[src/rtl/opb_register_simulink2ppc.sv]
// ============================================================================
// opb_register_simulink2ppc
// OPB slave that returns a strobed fabric word to the PowerPC, with
// new-data / overrun status and a freeze control bit.
// Optional TSTAMP capture counter: define OPB_S2P_TIMESTAMP_EN.
// Revision: 1.0
// ============================================================================
`default_nettype none

module opb_register_simulink2ppc #(
    parameter int          C_OPB_AWIDTH = 32,
    parameter int          C_OPB_DWIDTH = 32,
    parameter logic [31:0] C_BASEADDR   = 32'h0000_0000,
    parameter logic [31:0] C_HIGHADDR   = 32'h0000_00FF,
    parameter string       C_FAMILY     = "virtex5"
) (
    input  logic                    OPB_Clk,
    input  logic                    OPB_Rst_n,
    input  logic [0:C_OPB_AWIDTH-1] OPB_ABus,
    input  logic [0:3]              OPB_BE,
    input  logic [0:C_OPB_DWIDTH-1] OPB_DBus,
    input  logic                    OPB_RNW,
    input  logic                    OPB_select,
    input  logic                    OPB_seqAddr,
    output logic [0:C_OPB_DWIDTH-1] Sl_DBus,
    output logic                    Sl_xferAck,
    output logic                    Sl_errAck,
    output logic                    Sl_retry,
    output logic                    Sl_toutSup,
    input  logic [31:0]             user_data_in,
    input  logic                    user_data_valid,
    output logic                    user_frozen
);

    localparam logic [1:0] c_reg_data   = 2'd0;
    localparam logic [1:0] c_reg_status = 2'd1;
    localparam logic [1:0] c_reg_ctrl   = 2'd2;
    localparam logic [1:0] c_reg_tstamp = 2'd3;

    typedef enum logic [1:0] {
        S_IDLE = 2'd0,
        S_ACK  = 2'd1,
        S_HOLD = 2'd2
    } state_t;

    state_t      r_state;
    logic        r_ack;
    logic [31:0] r_dout;
    logic        r_rnw;
    logic [1:0]  r_reg;
    logic        r_wfrz;
    logic        r_be3;

    logic [31:0] r_data;
    logic        r_new;
    logic [15:0] r_ovr;
    logic        r_freeze;

    logic [31:0] w_off;
    logic        w_hit;
    logic [1:0]  w_reg;
    logic [31:0] w_tstamp;
    logic [31:0] w_rmux;
    logic        w_in_ack;
    logic        w_rd_data;
    logic        w_wr_status;
    logic        w_wr_ctrl;
    logic        w_capture;
    logic        w_count;

    // Offset compare keeps the window test correct for any base without a
    // constant-true lower-bound comparison when the base is zero.
    assign w_off = OPB_ABus - C_BASEADDR;
    assign w_hit = OPB_select && (w_off <= (C_HIGHADDR - C_BASEADDR));
    assign w_reg = OPB_ABus[28:29];

`ifdef OPB_S2P_TIMESTAMP_EN
    logic [31:0] r_cycles;
    logic [31:0] r_tstamp;

    always_ff @(posedge OPB_Clk or negedge OPB_Rst_n) begin
        if (!OPB_Rst_n) begin
            r_cycles <= 32'd0;
            r_tstamp <= 32'd0;
        end else begin
            r_cycles <= r_cycles + 32'd1;
            if (w_capture) begin
                r_tstamp <= r_cycles;
            end
        end
    end

    assign w_tstamp = r_tstamp;
`else
    assign w_tstamp = 32'd0;
`endif

    always_comb begin
        w_rmux = 32'd0;
        case (w_reg)
            c_reg_data:   w_rmux = r_data;
            c_reg_status: w_rmux = {r_ovr, 15'd0, r_new};
            c_reg_ctrl:   w_rmux = {31'd0, r_freeze};
            c_reg_tstamp: w_rmux = w_tstamp;
            default:      w_rmux = 32'd0;
        endcase
    end

    always_ff @(posedge OPB_Clk or negedge OPB_Rst_n) begin
        if (!OPB_Rst_n) begin
            r_state <= S_IDLE;
            r_ack   <= 1'b0;
            r_dout  <= 32'd0;
            r_rnw   <= 1'b0;
            r_reg   <= 2'd0;
            r_wfrz  <= 1'b0;
            r_be3   <= 1'b0;
        end else begin
            case (r_state)
                S_IDLE: begin
                    if (w_hit) begin
                        r_state <= S_ACK;
                        r_ack   <= 1'b1;
                        r_dout  <= OPB_RNW ? w_rmux : 32'd0;
                        r_rnw   <= OPB_RNW;
                        r_reg   <= w_reg;
                        r_wfrz  <= OPB_DBus[C_OPB_DWIDTH-1];
                        r_be3   <= OPB_BE[3];
                    end
                end
                S_ACK: begin
                    r_state <= S_HOLD;
                    r_ack   <= 1'b0;
                    r_dout  <= 32'd0;
                end
                S_HOLD: begin
                    if (!OPB_select) begin
                        r_state <= S_IDLE;
                    end
                end
                default: begin
                    r_state <= S_IDLE;
                    r_ack   <= 1'b0;
                    r_dout  <= 32'd0;
                end
            endcase
        end
    end

    // Bus side effects commit on the ACK cycle using the IDLE-sampled request.
    assign w_in_ack    = (r_state == S_ACK);
    assign w_rd_data   = w_in_ack &&  r_rnw && (r_reg == c_reg_data);
    assign w_wr_status = w_in_ack && !r_rnw && (r_reg == c_reg_status);
    assign w_wr_ctrl   = w_in_ack && !r_rnw && (r_reg == c_reg_ctrl) && r_be3;

    assign w_capture = user_data_valid && !r_freeze;
    assign w_count   = user_data_valid && (r_freeze || r_new);

    always_ff @(posedge OPB_Clk or negedge OPB_Rst_n) begin
        if (!OPB_Rst_n) begin
            r_data   <= 32'd0;
            r_new    <= 1'b0;
            r_ovr    <= 16'd0;
            r_freeze <= 1'b0;
        end else begin
            if (w_capture) begin
                r_data <= user_data_in;
            end
            // A strobe landing on the DATA-read ack keeps the flag set.
            if (w_capture) begin
                r_new <= 1'b1;
            end else if (w_rd_data) begin
                r_new <= 1'b0;
            end
            if (w_wr_status) begin
                r_ovr <= {15'd0, w_count};
            end else if (w_count && (r_ovr != 16'hFFFF)) begin
                r_ovr <= r_ovr + 16'd1;
            end
            if (w_wr_ctrl) begin
                r_freeze <= r_wfrz;
            end
        end
    end

    assign Sl_DBus     = r_dout;
    assign Sl_xferAck  = r_ack;
    assign Sl_errAck   = 1'b0;
    assign Sl_retry    = 1'b0;
    assign Sl_toutSup  = 1'b0;
    assign user_frozen = r_freeze;

    logic w_unused;
    assign w_unused = &{1'b0, OPB_seqAddr, OPB_BE[0:2],
                        OPB_DBus[0:C_OPB_DWIDTH-2], (C_FAMILY == "")};

endmodule

`default_nettype wire

[config.mk]
export PLATFORM = sky130hd
export DESIGN_NAME = opb_register_simulink2ppc
export DESIGN_NICKNAME = d
export VERILOG_FILES = /design/src/rtl/opb_register_simulink2ppc.sv
export SDC_FILE = /design/constraint.sdc
export NUM_CORES = 1
export LEC_CHECK = 0
export ABC_CLOCK_PERIOD_IN_PS = 3600
export BUFFER_PORTS_ARGS = -buffer_cell sky130_fd_sc_hd__buf_2
export CAP_MARGIN = 20
export CORE_MARGIN = 2
export CORE_UTILIZATION = 54
export CTS_CLUSTER_DIAMETER = 150
export DETAILED_ROUTE_END_ITERATION = 12
export GPL_ROUTABILITY_DRIVEN = 0
export PLACE_DENSITY_LB_ADDON = 0.15
export SYNTH_ARGS = -nofsm -noshare
export SYNTH_HDL_FRONTEND = slang
export SYNTH_SLANG_ARGS = --single-unit
[constraint.sdc]
create_clock -name OPB_Clk -period 3.6 [get_ports OPB_Clk]
set_clock_uncertainty 0.1 [all_clocks]
set_input_delay 0.54 -clock OPB_Clk [delete_from_list [all_inputs] [get_ports OPB_Clk]]
set_output_delay 0.54 -clock OPB_Clk [all_outputs]
set_load 0.03 [all_outputs]
* Word level (Yosys, flattened, before mapping)
Index checks and enable logic that the tools add are counted.
Storage, ports and cells: register bits after elaboration 90, input bits 106, logic and storage cells 58
Operators by class: $add $sub $neg 1, magnitude comparators 1, eq/ne operators 10, mux-type cells 13, bitwise gates (word level) 1, reductions and logical operators 21
Operator list (count):
- one-hot mux 32 bit (4 select lines) | 1
- two-way mux 32 bit | 2
- one-hot mux 32 bit (2 select lines) | 1
- less-or-equal comparator 32 x 8 -> 1 bit (second input constant) | 1
- two-way mux 16 bit | 2
- adder 16 x 1 -> 16 bit (second input constant) | 1
- != test 16 bit (second input constant) | 1
- logical AND 1 bit | 10
- == test 2 bit (second input constant) | 4
- == test 2 x 1 -> 1 bit (second input constant) | 3
- zero test 2 bit | 3
- one-hot mux 2 bit (3 select lines) | 1
- AND reduction 2 bit | 3
- two-way mux 2 bit | 2
- != test 2 bit (second input constant) | 2
- nonzero test 2 bit | 2
- two-way mux 1 bit | 3
- zero test 1 bit | 2
- one-hot mux 1 bit (2 select lines) | 1
- logical OR 1 bit | 1
- inverter 1 bit | 1

* Logic depth before layout (Yosys ltp)
Gate-level depths: netlist of run 1.
word-level depth 5, mapped depth 6, depth with buffers taken out 5

* Worst setup path before layout of run 1
No wires, ideal clock.
kind flip-flop to flip-flop, start point register r_freeze (netlist: user_frozen), end point register r_ovr[13], library setup time 78 ps, data arrival time 2021 ps, required time 3422 ps, setup slack 1401 ps, stages on the path, launching flop included 6, path through dfrtp_1 o21ai_2 or4_1 buf_2 or4_1 a21oi_1
On the way: longest elaborated chain between the ends 4
Ends and longest elaborated chain:
- start: declaration | line 57 | logic r_freeze;
- start signal: assignment | line 181 | r_freeze <= r_wfrz;
- logical OR 1 bit | line 157 | assign w_count = user_data_valid && (r_freeze || r_new);
- logical AND 1 bit | line 157
- logical AND 1 bit | line 177 | end else if (w_count && (r_ovr != 16'hFFFF)) begin
- nonzero test 2 bit (no line)
- end signal: assignment | line 176 | r_ovr <= {15'd0, w_count};
- end signal: assignment | line 178 | r_ovr <= r_ovr + 16'd1;
- end: declaration | line 56 | logic [15:0] r_ovr;
No other way between the ends. A chain may end at the register's enable or synchronous reset.

* Final worst setup path of run 1
start point register r_state[1], end point register r_dout[25] (netlist: Sl_DBus[6])
On the way: longest elaborated chain between the ends 3, elaborated cells between the ends (all ways) 6
Ends and longest elaborated chain:
- start: declaration | line 46 | state_t r_state;
- start signal: assignment | line 111 | r_state <= S_IDLE;
- start signal: assignment | line 122 | r_state <= S_ACK;
- start signal: assignment | line 132 | r_state <= S_HOLD;
- zero test 2 bit or == test 2 bit (tied branches) | line 119 | case (r_state)
- != test 2 bit (no line) or inverter 1 bit (tied branches)
- AND reduction 2 bit (no line)
- end signal: assignment | line 124 | r_dout <= OPB_RNW ? w_rmux : 32'd0;
- end: declaration | line 48 | logic [31:0] r_dout;
Several ways; a longest one is shown, not always the timed one.

==> flow_summary.ini, run 1 <==
[global_route]
grt_use_met2_pct = 36.01
grt_pass1_vias = 3255
grt_pass1_wl_mm = 15.77
grt.total_usage_pct = 23.37
top_usage_layer = met2
antenna_found_initial = 0
grt-ovfl-total = 0
met1_usage_pct = 33.32
grt_max_degree = 70
use_met3_pct = 3.743

[power]
vdd_ir_drop_max_uv = 239.7
clockPowerShare_pct = 35.4
p_sw_share_pct = 26.33
intPower_uw = 1596
power_density_nw_per_um2 = 434.5
power.share.combinational_pct = 11.2
leakage_uw = 0.002292
switchingPower_uw = 570.5
pwr-share-seq_pct = 53.4

[run_status]
status = finished, final reports clean

[yosys]
postSynth.asyncResetShare_pct = 100.0
netlist_top_cells_area = dfrtp_1, mux2_2, a21oi_1
ys.flop_type = dfrtp_1
netlist_instances = 387
synth_top_area_share_pct = 53.38
yosys_warnings = 0
synth_edf_count = 0
synth_cell_type_count = 39
yosys.area.top_type = dfrtp_1
syn_area_per_cell_um2 = 10.90
ys_seq_area_share_pct = 53.38
syn_area_um2 = 4219
synth_seq_cells = 90

[worst_setup_path]
crit_required_ns = 3.79
cp-startpoint = r_state[1]$_DFFE_PN0P_
critPathMaxFanout = 40
critical_path_arrival_ns = 2.77
critPathLaunchType = register
r2r-start = r_state[1]$_DFFE_PN0P_
critical_path_class = reg2reg
end_kind = register

[placed_design]
dp_hpwl_mm = 6.652
io_buffers = 98

[die]
rows = 32
fp.dieW_um = 92.39
coreArea_um2 = 7647
io_pins = 143
initial_utilization_pct = 55.17
die_h_um = 92.39
dieArea_um2 = 8536

[clocking]
post_cts_buffers = 0
cts_max_level = 3
clk_pin_slew_ns = 0.09
clock_path_buffers = 2
clockRootBuffer = clkbuf_8
cts-resized-gates = 0
clock_sinks = 90
cts_tree = done
clkLatencyLatePin_ns = 0.36
cts_made_buffers = 9
hold_buffers = 0

[drt]
ant_nets = 0
finalWirelength_mm = 9.689
vias = 3426
drtIter0Drc = 194
viasPerCell = 5.927
firstDrtPassIters = 4
drcViolationCount = 0
wl_per_cell_um = 16.76

[sta]
final-setup-viol-count = 0
tns_ns = 0
fmax_ghz = 0.3885
slew_viol_final = 0
min_period_ns = 2.574
min_period_over_period_pct = 71.49
maxSlewHeadroom_pct = 42.94
hold_viol = 0
tightest_slew_ns = 0.8559
rsz0062_at_grt = no

[final_layout]
final_net_count = 578
utilization_pct = 65.22
area_growth_syn_to_layout_pct = 18.21
drive_gt1_share_pct = 34.66
n_antenna_cell = 0

[worst_hold_path]
hold_path_class = in2async

[run]
maxCapViolations = 0
==> kinds of logic (layout without fill, tap and decap cells) <==
kind of cell	count (synthesis)	in the layout	synth area share, %
compound gates	100	100	12.96
fa+ha+maj	1	1	0.2965
buf+inv	37	124	3.588
flops	90	90	53.38
mux	57	57	14.65
other cells	1	3	0.08888
simple gates	101	101	15.04
==> cell usage after synthesis (5+ instances only) <==
cell type,n
a21oi_1,46
clkbuf_1,28
dfrtp_1,90
mux2_2,38
mux2i_1,19
nand2_1,11
nand3_1,5
nand4_1,20
nor2_1,7
nor4_1,7
o21ai_0,37
o31ai_1,7
or4_1,24
==> placed cells by master (no fill, tap or decap), drive strengths merged, types with 3 or more instances in the layout <==
cell type,Yosys,layout
buf,6,105
a21oi,46,46
or3,4,4
nor2,7,7
nand2b,3,3
mux2,38,38
nor4b,3,3
nand4,20,20
conb,1,3
o31ai,7,7
and3,3,3
inv,3,4
mux2i,19,19
dfrtp,90,90
nand2,11,11
and4,3,3
a211oi,3,3
nor3,4,4
or4,24,24
nor4,7,7
clkbuf,28,9
o21ai,38,38
nand3,6,6
==> path summary, 6_finish.rpt <==
| kind | cells after the start | to | slack, ns |
|---|---|---|---|
| setup / recovery | 5 | Sl_DBus[6]$_DFFE_PN0P_ | 1.03 |
| hold / removal | 1 | Sl_DBus[28]$_DFFE_PN0P_ | 0.18 |
| setup reg to reg | 5 | Sl_DBus[6]$_DFFE_PN0P_ | 1.03 |
| hold reg to reg | 1 | r_data[31]$_DFFE_PN0P_ | 0.41 |
| max in group asynchronous | 2 | r_ovr[2]$_DFFE_PN0P_ | 2.51 |
| min in group OPB_Clk | 2 | r_data[15]$_DFFE_PN0P_ | 0.30 |
==> final cells by class <==
cell class	instances	area, µm²
fillers	632	2660
flip-flops and latches	90	2252
multi-input cells	262	1826
repair buffers	105	545.5
well taps	102	127.6
clock buffers	9	123.9
clock inverters	7	101.3
inverters	3	11.26
==> through the flow <==
step                total power (µW)  setup slack [ns]  cells  hold WS [ns]  area [µm²]
finish                          2167             1.026    578        0.1753        4987
global route                    2269            0.7822    578        0.2532        4987
CTS                             2176             1.075    578        0.2140        4987
floorplan                       1311             1.401    389        0.1444        4227
global placement                1409            0.8633    562        0.3854        4762
detailed placement              1419            0.8546    562        0.3965        4762
==> power by group through the flow <==
stage,clock [µW],sequential [µW],combinational (µW)
finish,767,1160,244
global route,826,1170,274
CTS,775,1150,246
detailed placement,0,1180,244
global placement,0,1170,238
floorplan,0,1150,159
==> routing by layer <==
| metal | up-vias | wire (µm) |
|---|---|---|
| li1 | 1624 | - |
| met1 | 1704 | 4471 |
| met2 | 84 | 4651 |
| met3 | 14 | 420 |
| met4 | 0 | 146 |
| met5 | - | 0 |
==> critical path: stages, from the launching register on <==
cell and delay, ns:
dfrtp_1 0.42, nor4b_1 0.42, nand4_1 0.44, buf_4 0.39, or4_1 0.58, a21oi_1 0.16
(Power assumes the default switching activity.)
==> run 2, diff against run 1 <==
--- a/config.mk
+++ b/config.mk
@@ -5,11 +5,11 @@
 export SDC_FILE = /design/constraint.sdc
 export NUM_CORES = 1
 export LEC_CHECK = 0
-export ABC_CLOCK_PERIOD_IN_PS = 3600
+export ABC_CLOCK_PERIOD_IN_PS = 2320
 export BUFFER_PORTS_ARGS = -buffer_cell sky130_fd_sc_hd__buf_2
 export CAP_MARGIN = 20
 export CORE_MARGIN = 2
-export CORE_UTILIZATION = 54
+export CORE_UTILIZATION = 45
 export CTS_CLUSTER_DIAMETER = 150
 export DETAILED_ROUTE_END_ITERATION = 12
 export GPL_ROUTABILITY_DRIVEN = 0
==> constraint.sdc (replaced) <==
create_clock -name OPB_Clk -period 2.32 [get_ports OPB_Clk]
set_clock_uncertainty 0.1 [all_clocks]
set_input_delay 0.348 -clock OPB_Clk [delete_from_list [all_inputs] [get_ports OPB_Clk]]
set_output_delay 0.348 -clock OPB_Clk [all_outputs]
set_load 0.03 [all_outputs]
==> flow_summary.ini, run 2 (synthesized netlist as in run 1, its figures left out) <==
[placed_design]
dp_hpwl_mm = 7.027
dpl_cell_area_um2 = 4908
dp_cells = 585
io_buffers = 98
place_ws_ns = 0.1422

[worst_setup_path]
cpPeakStageDelay_ns = 0.42
critical_path_arrival_ns = 2.31
critPathLaunchType = register
crit_required_ns = 2.47
critical_path_class = reg2reg
critPathMaxFanout = 49
end_kind = register
crit_chain = nor4b_1 > nand4_1 > buf_12 > nor3_2 > buf_4 > mux2_2
crit_slowest_cell = dfrtp_1

[final_layout]
final_cell_mix = buf_2, dfrtp_1, a21oi_1, mux2_2, o21ai_0
mostFrequentLayoutCell = buf_2
fin_area_um2 = 5094
n_antenna_cell = 0
drive_gt1_share_pct = 36.33
area_growth_syn_to_layout_pct = 20.73
final_net_count = 593
instances_no_fill = 601

[drt]
drtIter0Drc = 172
wl_per_cell_um = 17.12
vias = 3474
ant_nets = 0
drcViolationCount = 0
firstDrtPassIters = 4
viasPerCell = 5.780
finalWirelength_mm = 10.29

[worst_hold_path]
hold_path_class = in2reg

[sta]
fmax_ghz = 0.4641
hold_viol = 0
min_period_ns = 2.155
setup_ws_ns = 0.1652
min_period_over_period_pct = 92.88
tns_ns = 0
final-setup-viol-count = 0
slew_viol_final = 0
tightest_slew_ns = 0.5401
rsz0062_at_grt = no
maxSlewHeadroom_pct = 64.00

[die]
die_h_um = 100.8
fp.dieW_um = 100.8
io_pins = 143
coreArea_um2 = 9153
rows = 35
initial_utilization_pct = 46.10
dieArea_um2 = 10170

[power]
leakage_uw = 0.002360
vdd_ir_drop_max_uv = 285.2
power_density_nw_per_um2 = 629.9

[clocking]
clockRootBuffer = clkbuf_8
clock_path_buffers = 2
cts_tree = done
cts-resized-gates = 0
cts_max_level = 3
clk_pin_slew_ns = 0.10
cts_made_buffers = 9
clkLatencyLatePin_ns = 0.36
clock_sinks = 90

[global_route]
antenna_found_initial = 0
grt.total_usage_pct = 21.15
grt_pass1_wl_mm = 16.93
grt-ovfl-total = 0
grt_pass1_vias = 3389
grt_max_degree = 91

[run_status]
status = finished, final reports clean

[run]
maxCapViolations = 0
==> run 2: changes by cell type in the layout (fill, tap and decap cells not counted), sizes merged <==
cell,change
buf,+14
bufinv,-2
inv,+2
clkinvlp,-1
dlygate4sd3,+1
==> run 2: timing repair <==
item / CTS / global route
setup buffers: 0 / 0
hold endpoints to repair: 90 / 0
hold buffers: 1 / 0
==> run 2: through the flow <==
step / hold slack, ns / total power [µW] / util (%)
floorplan: -0.04759 / 2034 / -
global placement: 0.3318 / 2231 / 53.63
detailed placement: 0.3330 / 2245 / 53.63
CTS: 0.09692 / 3227 / 55.65
global route: 0.09164 / 3369 / 55.65
finish: 0.1062 / 3209 / 55.65
==> run 2: path summary, 6_finish.rpt <==
check                                       start                      end  slack, ns  cells past startpoint
max in group asynchronous               OPB_Rst_n     r_reg[1]$_DFFE_PN0P_       1.29                      3
hold reg to reg                r_wfrz$_DFFE_PN0P_       r_wfrz$_DFFE_PN0P_       0.41                      1
hold / removal                   user_data_in[16]   r_data[16]$_DFFE_PN0P_       0.11                      2
min in group asynchronous               OPB_Rst_n  Sl_DBus[27]$_DFFE_PN0P_       0.42                      3
setup reg to reg           r_state[1]$_DFFE_PN0P_        r_rnw$_DFFE_PN0P_       0.17                      6
setup / recovery           r_state[1]$_DFFE_PN0P_        r_rnw$_DFFE_PN0P_       0.17                      6
==> run 2: worst max-delay path, delay by kind of cell, from the launching register on <==
family,cells,cell delay (ns)
flip-flops,1,0.42
AND/OR/NAND/NOR,3,0.80
multiplexers,1,0.33
buffers and inverters,2,0.40
==> run 2: report_power, final <==
group	internal [µW]	switching (µW)
Clock	399	595
Sequential	1680	98.6
Combinational	216	218
Total	2300	912
==> run 2: per-layer routing <==
metal,share of wire [%],vias to the layer above,track usage [%],wire (µm)
met3,3.7,10,3.329,385
met1,47,1723,29.97,4877
li1,-,1651,-,-
met4,1.5,0,6.849,152
met5,0,-,0,0
met2,47,90,33.38,4875
==> run 2: area by class of cell <==
type                    instances  area, µm²
fillers                       831       4059
flip-flops and latches         90       2252
multi-input cells             262       1831
repair buffers                120      685.7
well taps                     111      138.9
clock buffers                   9      123.9
clock inverters                 6      51.30
inverters                       3      11.26
